**src/rtl/hack_pkg.sv**
```systemverilog
// Shared constants for the Hack CPU core: word width and instruction bit positions.
// Optional debug ports are enabled by defining HACK_CPU_DEBUG_EN.
package hack_pkg;
    localparam int WORD_W    = 16;

    localparam int INST_TYPE = 15;
    localparam int A_SEL     = 12;
    localparam int COMP_MSB  = 11;
    localparam int COMP_LSB  = 6;
    localparam int DEST_A    = 5;
    localparam int DEST_D    = 4;
    localparam int DEST_M    = 3;
    localparam int J_LT      = 2;
    localparam int J_EQ      = 1;
    localparam int J_GT      = 0;
endpackage

```
**src/rtl/hack_alu.sv**
```systemverilog
// Hack ALU: purely combinational; conditions both operands, then adds or ANDs,
// then optionally inverts. Flags describe the final result.
module hack_alu
    import hack_pkg::*;
(
    input  logic [WORD_W-1:0] x,
    input  logic [WORD_W-1:0] y,
    input  logic              zx,
    input  logic              nx,
    input  logic              zy,
    input  logic              ny,
    input  logic              f,
    input  logic              no,
    output logic [WORD_W-1:0] out,
    output logic              zr,
    output logic              ng
);
    logic [WORD_W-1:0] x1, x2, y1, y2, o;

    // Operand conditioning, function select and output inversion.
    always_comb begin
        x1  = zx ? '0 : x;
        x2  = nx ? ~x1 : x1;
        y1  = zy ? '0 : y;
        y2  = ny ? ~y1 : y1;
        o   = f ? (x2 + y2) : (x2 & y2);
        out = no ? ~o : o;
        zr  = (out == '0);
        ng  = out[WORD_W-1];
    end
endmodule

```
**src/rtl/hack_cpu.sv**
```systemverilog
// Hack 16-bit CPU core: A/D registers, program counter and the Hack ALU.
// One instruction per rising clock edge; asynchronous active-low reset.
// Define HACK_CPU_DEBUG_EN to expose dbg_a, dbg_d and dbg_jump.
module hack_cpu
    import hack_pkg::*;
#(
    parameter int ADDR_W = 15
) (
    input  logic              clock,
    input  logic              reset_n,
    input  logic [WORD_W-1:0] instruction,
    input  logic [WORD_W-1:0] inM,
    output logic [WORD_W-1:0] outM,
    output logic              writeM,
    output logic [ADDR_W-1:0] addressM,
`ifdef HACK_CPU_DEBUG_EN
    output logic [WORD_W-1:0] dbg_a,
    output logic [WORD_W-1:0] dbg_d,
    output logic              dbg_jump,
`endif
    output logic [ADDR_W-1:0] pc
);
    logic [WORD_W-1:0] a_q, a_d;
    logic [WORD_W-1:0] d_q, d_d;
    logic [ADDR_W-1:0] pc_q, pc_d;

    logic              is_c;
    logic [WORD_W-1:0] alu_y;
    logic [WORD_W-1:0] alu_out;
    logic              alu_zr, alu_ng;
    logic              take;

    // Bits 14:13 of a C-instruction carry no meaning.
    logic unused_inst_bits;
    assign unused_inst_bits = ^instruction[14:13];

    hack_alu u_alu (
        .x   (d_q),
        .y   (alu_y),
        .zx  (instruction[COMP_MSB]),
        .nx  (instruction[COMP_MSB-1]),
        .zy  (instruction[COMP_MSB-2]),
        .ny  (instruction[COMP_MSB-3]),
        .f   (instruction[COMP_MSB-4]),
        .no  (instruction[COMP_LSB]),
        .out (alu_out),
        .zr  (alu_zr),
        .ng  (alu_ng)
    );

    // Decode, jump decision and next-state selection; all from pre-edge A/D.
    always_comb begin
        is_c  = instruction[INST_TYPE];
        alu_y = instruction[A_SEL] ? inM : a_q;
        take  = is_c & ((instruction[J_LT] & alu_ng) |
                        (instruction[J_EQ] & alu_zr) |
                        (instruction[J_GT] & ~alu_ng & ~alu_zr));

        a_d = a_q;
        d_d = d_q;
        if (!is_c) begin
            a_d = instruction;
        end else begin
            if (instruction[DEST_A]) a_d = alu_out;
            if (instruction[DEST_D]) d_d = alu_out;
        end

        // Jump target is the old A, so "A=...;JMP" lands where A pointed before.
        pc_d = take ? a_q[ADDR_W-1:0] : pc_q + ADDR_W'(1);
    end

    // Architectural state update; reset clears everything immediately.
    always_ff @(posedge clock or negedge reset_n) begin
        if (!reset_n) begin
            a_q  <= '0;
            d_q  <= '0;
            pc_q <= '0;
        end else begin
            a_q  <= a_d;
            d_q  <= d_d;
            pc_q <= pc_d;
        end
    end

    assign outM     = alu_out;
    assign writeM   = is_c & instruction[DEST_M] & reset_n;
    assign addressM = a_q[ADDR_W-1:0];
    assign pc       = pc_q;

`ifdef HACK_CPU_DEBUG_EN
    assign dbg_a    = a_q;
    assign dbg_d    = d_q;
    assign dbg_jump = take;
`endif
endmodule

```
**config.mk**
```make
export PLATFORM = sky130hd
export DESIGN_NAME = hack_cpu
export DESIGN_NICKNAME = d
export VERILOG_FILES = /design/src/rtl/hack_pkg.sv /design/src/rtl/hack_alu.sv /design/src/rtl/hack_cpu.sv
export SDC_FILE = /design/constraint.sdc
export NUM_CORES = 1
export LEC_CHECK = 0
export ABC_AREA = 1
export CORE_MARGIN = 2
export CORE_UTILIZATION = 54
export CTS_CLUSTER_DIAMETER = 120
export DETAILED_ROUTE_END_ITERATION = 16
export PLACE_DENSITY_LB_ADDON = 0.05
export SLEW_MARGIN = 30
export SYNTH_ARGS = -nofsm -noshare
export SYNTH_HDL_FRONTEND = slang
export SYNTH_SLANG_ARGS = --single-unit
```
**constraint.sdc**
```tcl
create_clock -name clock -period 4.4 [get_ports clock]
set_input_delay 0.88 -clock clock [delete_from_list [all_inputs] [get_ports clock]]
set_output_delay 0.88 -clock clock [all_outputs]
set_load 0.1 [all_outputs]
```
Word level (Yosys, flattened, before mapping) --
Index checks and enable logic that the tools add are counted.
Word-level totals: flip-flop bits (word level) 47, latch bits 0, memory bits (writable) 0, bits in read-only memories 0, bits of input ports 34, word-level logic and storage cells 33, memories 0
Cells by class: add/subtract/negate cells 2, $mul 0, div/mod/pow operators 0, $lt $le $gt $ge 0, equal/unequal tests 1, shift operators 0, multiplexer cells 10, bitwise operators 15, reductions and logical operators 2
Operators by type and width (count):
- two-way mux 16 bit | 9
- inverter 16 bit | 3
- adder 16 bit | 1
- AND 16 bit | 1
- logical NOT 16 bit | 1
- adder 15 x 1 -> 15 bit, second input constant | 1
- two-way mux 15 bit | 1
- AND 1 bit | 7
- != test 2 bit, second input constant | 1
- inverter 1 bit | 2
- bitwise OR 1 bit | 2
- AND reduction 2 bit | 1

Depth between registers and ports, before layout --
depth in word-level cells 14, mapped depth 27

Modules after synthesis --
From an unflattened synthesis, not the netlist that was laid out.
Second synthesis, totals: cells, all modules 730, area total of the unflattened synthesis 4599.4 um^2
By module, submodules not included:
- hack_cpu | times used 1, cells each 311, area each 2509.9 um^2
- hack_alu | times used 1, cells each 419, area each 2089.5 um^2

Worst setup path before layout --
No wires, ideal clock.
path kind input to register, start point input instruction[10], end point register pc_q[12], in the netlist pc[12], setup time 0.116 ns, data arrival time 5.100 ns, slack -0.816 ns, stages on the path 19, path buffers 3, path through clkbuf_1 > clkbuf_1 > xor2_1 > inv_1 > ha_1 > fa_1 > nand2_1 > nand2_1 > xor2_1 > nor2_1 > nand3_1 > nor3_4 > nand3_1 > nand2_2 > nand3_4 > nand2_4 > buf_12 > nand2_2 > nand2_2
On the way: cells in the longest elaborated chain, start to end 11
RTL lines:
- start, declared | RTL line hack_cpu.sv:11 | input logic [WORD_W-1:0] instruction,
- two-way mux 16 bit (*) | RTL line hack_alu.sv:23 | x2 = nx ? ~x1 : x1;
- adder 16 bit / AND 16 bit (equally long branches) | RTL line hack_alu.sv:26 | o = f ? (x2 + y2) : (x2 & y2);
- two-way mux 16 bit (*) | RTL line hack_alu.sv:26
- inverter 16 bit | RTL line hack_alu.sv:27 | out = no ? ~o : o;
- two-way mux 16 bit (*) | RTL line hack_alu.sv:27
- via outM[1] | RTL line hack_cpu.sv:13 | output logic [WORD_W-1:0] outM,
- logical NOT 16 bit (*) | RTL line hack_alu.sv:28 | zr = (out == '0);
- AND 1 bit / inverter 1 bit (equally long branches) | RTL line hack_cpu.sv:56, hack_cpu.sv:57
- bitwise OR 1 bit / AND 1 bit (equally long branches) | RTL line hack_cpu.sv:55, hack_cpu.sv:57
- bitwise OR 1 bit (*) | RTL line hack_cpu.sv:56 | (instruction[J_EQ] & alu_zr) |
- AND 1 bit (*) | RTL line hack_cpu.sv:55 | take = is_c & ((instruction[J_LT] & alu_ng) |
- two-way mux 15 bit (*) | RTL line hack_cpu.sv:69 | pc_d = take ? a_q[ADDR_W-1:0] : pc_q + ADDR_W'(1);
- via pc_d[12] | RTL line hack_cpu.sv:25 | logic [ADDR_W-1:0] pc_q, pc_d;
- end signal, assigned | RTL line hack_cpu.sv:81 | pc_q <= pc_d;
- end, declared | RTL line hack_cpu.sv:25
The timed path passes the listed nets; every way through them passes the cells marked *. A chain may end at the register's enable or synchronous reset.

Worst setup path after layout --
start point input instruction[12], end point output outM[14]
On the way: cells in the longest elaborated chain, start to end 8
RTL lines:
- two-way mux 16 bit (*) | RTL line hack_cpu.sv:54 | alu_y = instruction[A_SEL] ? inM : a_q;
- two-way mux 16 bit (*) | RTL line hack_alu.sv:24 | y1 = zy ? '0 : y;
- inverter 16 bit | RTL line hack_alu.sv:25 | y2 = ny ? ~y1 : y1;
- two-way mux 16 bit (*) | RTL line hack_alu.sv:25
- adder 16 bit / AND 16 bit (equally long branches) | RTL line hack_alu.sv:26
- two-way mux 16 bit (*) | RTL line hack_alu.sv:26
- inverter 16 bit | RTL line hack_alu.sv:27
- two-way mux 16 bit (*) | RTL line hack_alu.sv:27
- end, declared | RTL line hack_cpu.sv:13
Mark *: on every way between the ends. The rest lies on a longest branch, timed or not.

==> impl_metrics.yaml <==
power_and_ir_drop:
  p_clk_frac: 0.104
  ir_drop_mv: 0.268
  p_per_area_nw_per_um2: 570
  power_frac_seq: 0.171
  power_switching_mw: 2.04
  p_int_mw: 1.67
  p_sw_frac: 0.551
  p_leak_nw: 3.25
  comb_power_share: 0.725
yosys:
  syn_inst: 707
  synth_top_area_share: 0.254
  avgSynthCellArea_um2: 6.56
  ys_ff_latch: 47
  yosysWarnings: 0
  synth_cell_types: 39
  synthTopCellsByCount: "nand2_1 (194), inv_1 (102), nand3_1 (85)"
  synth-seq-area-share: 0.254
  yosysTopAreaCell: "dfrtp_1"
  synth-edff-count: 0
  syn_nets: 759
  synth_area_leaders: "dfrtp_1 (25%), nand2_1 (16%), nand3_1 (9.2%)"
  synthFlopType: "dfrtp_1"
  synthArstFlopShare: 1.00
  yosysMostFrequentCell: "nand2_1"
  syn-cell-area_um2: 4630
setup_path:
  path_buf_inv: 6
  cp_slowest_cell: "xor2_2"
  end_kind: "primary output"
  critPathTopFamily: "buffers and inverters"
  max_stage_delay_ns: 0.26
  critPathKind: "primary input to primary output"
  critPathLaunchType: "primary input"
  path_max_fanout: 21
  worstPathCellList: "clkdlybuf4s15_1 -> clkinv_2 -> buf_6 -> a21oi_1 -> o21ai_2 -> xor2_2 -> ha_4 -> nand2_2 -> inv_1 -> nand2_1 -> nand2_1 -> a21oi_4 -> nand3_1 -> nand3_1 -> nand3_1 -> nand2_2 -> clkinvlp_4 -> buf_12"
  path_common_cell: "nand3_1"
  cp_data_arrival_time_ns: 3.46
  critPathRequiredTime_ns: 3.52
floorplanning:
  dieHeight_um: 96.6
  die_area_um2: 9340
  initial_core_util: 0.561
  std_cell_rows: 33
  core_area_um2: 8260
  die_w_um: 96.6
  io-pin-count: 81
cts:
  cts_made_buffers: 5
  insertion_delay_ns: 0.31
  htree_levels: 2
  postCtsHoldBufs: 0
  cts_root_buf: "clkbuf_8"
  cts_tree: "built"
  clkTransAtPathRegs_ns: 0.10
  cts_sinks: 47
  ctsLongestPathBuffers: 2
routing:
  viasPerCell: 5.59
  via_count: 5190
  drc: 0
  firstDrtPassIters: 5
  wl_per_cell_um: 16.2
  totalWireLength_um: 15000
  dr.first_iter.drc_count: 379
  ant_nets: 0
sta:
  skew_ns: 0.00763
  rsz0062_at_grt: "yes"
  setup_viol: 0
  clock.fmax_mhz: 230
  fin_crit_sh: 0.987
  worst_pin_slew_ns: 1.00
  period_minus_slack_ns: 4.34
  finalHoldViolCount: 0
  slew_violations: 0
  slew_headroom: 0.331
layout:
  fin_util: 0.789
  layout-drive-gt1-share: 0.270
  final_nets: 874
  layout.cells.non_filler: 928
  finalInstanceArea_um2: 6520
  antennaDiodeCount: 0
  syn2layout_area_growth_pct: 40.6
placed_design:
  hpwlAfterDp_um: 10700
  gp_congestion: 0.946
  placed_area_um2: 5960
  placed_cells: 907
  io_buffers: 80
outcome:
  status: "finished, final reports clean"
global_route:
  antenna_found_initial: 0
  grt_pass1_vias: 4871
  overflow: 0
  grt_pass1_wl_um: 23600
  grt_max_degree: 48
  grt.total_usage: 0.300
job:
  drv_cap: 0
min_path:
  hp-class: "register to register"
-- final timing paths --
| path | start | endpoint | slack, ns | cells after the start |
|---|---|---|---|---|
| worst max-delay path | instruction[12] | outM[14] | 0.06 | 18 |
| worst min-delay path | d_q[2] | d_q[2] | 0.50 | 2 |
| worst max register to register | a_q[4] | pc[12] | 0.99 | 24 |
| worst min register to register | d_q[2] | d_q[2] | 0.50 | 2 |
| max in group asynchronous | reset_n | a_q[1] | 3.25 | 2 |
| min in group asynchronous | reset_n | d_q[1] | 0.70 | 2 |
-- timing repair --
item,4_1_cts,5_1_grt
pin swaps,18,32
cloned,0,1
setup endpoints to repair,12,14
gates resized for setup,35,65
setup buffers,5,7
hold endpoints to repair,0,0
-- per-stage QoR --
stage | TNS, ns | hold slack, ns | total power [mW] | worst slack (ns)
after floorplan | 0 | 0.453 | 2.37 | 0.0169
after global placement | -1.60 | 0.468 | 3.03 | -0.179
after detailed placement | -3.81 | 0.476 | 3.08 | -0.241
after CTS | -0.00101 | 0.499 | 3.53 | -0.00101
after global routing | -0.380 | 0.520 | 3.90 | -0.174
final | 0 | 0.499 | 3.71 | 0.0563
-- power groups by stage --
stage	clock, mW	combinational, mW	sequential, mW
floorplan	0	1.34	1.03
global placement	0	2.40	0.635
detailed placement	0	2.44	0.641
CTS	0.386	2.51	0.633
global route	0.403	2.85	0.648
finish	0.388	2.69	0.634
-- sequential cells by signal (all words and copies together) (netlist names) --
register and cells:
a_q 16, d_q 16, pc 15
-- cell usage in the layout, fill, tap and decap left out, drive strengths merged, types with 11 or more instances in the layout --
| master | instances |
|---|---|
| a21oi | 21 |
| nand3 | 91 |
| buf | 87 |
| ha | 17 |
| o221ai | 11 |
| clkdlybuf4s50 | 58 |
| nand2 | 232 |
| inv | 102 |
| nor2 | 35 |
| dfrtp | 47 |
| o21ai | 31 |
| xor2 | 42 |
-- area by class of cell --
type                            instances  area [um2]
Tap cell                              105         131
Multi-Input combinational cell        512        3130
Inverter                              107         418
Clock inverter                          2        60.1
Clock buffer                            6        72.6
Timing Repair Buffer                  149        1530
Fill cell                             618        1740
Sequential cell                        47        1180
-- worst reg2reg max path, delay by kind of cell (launching register included) --
family,cells,cell delay (ns)
flip-flops,1,0.40
XOR/XNOR,1,0.17
AO/OA/AOI/OAI,2,0.27
buffers and inverters,3,0.31
AND/OR/NAND/NOR,17,1.72
adder cells (fa/ha/maj),1,0.41
-- per-layer routing --
layer | vias up | track usage | part of all wire
met1 | 2475 | 0.409 | 0.42
met2 | 232 | 0.529 | 0.49
met3 | 37 | 0.0116 | 0.060
met5 | - | 0 | 0
li1 | 2446 | - | -
met4 | 0 | 0.0704 | 0.028
-- cell families after synthesis --
logic type | share of synthesized area
AO/OA/AOI/OAI | 0.0918
XOR/XNOR | 0.0888
adder cells (fa/ha/maj) | 0.0502
buffers and inverters | 0.142
flip-flops | 0.254
AND/OR/NAND/NOR | 0.373
Power figures use the tool's default switching activity.
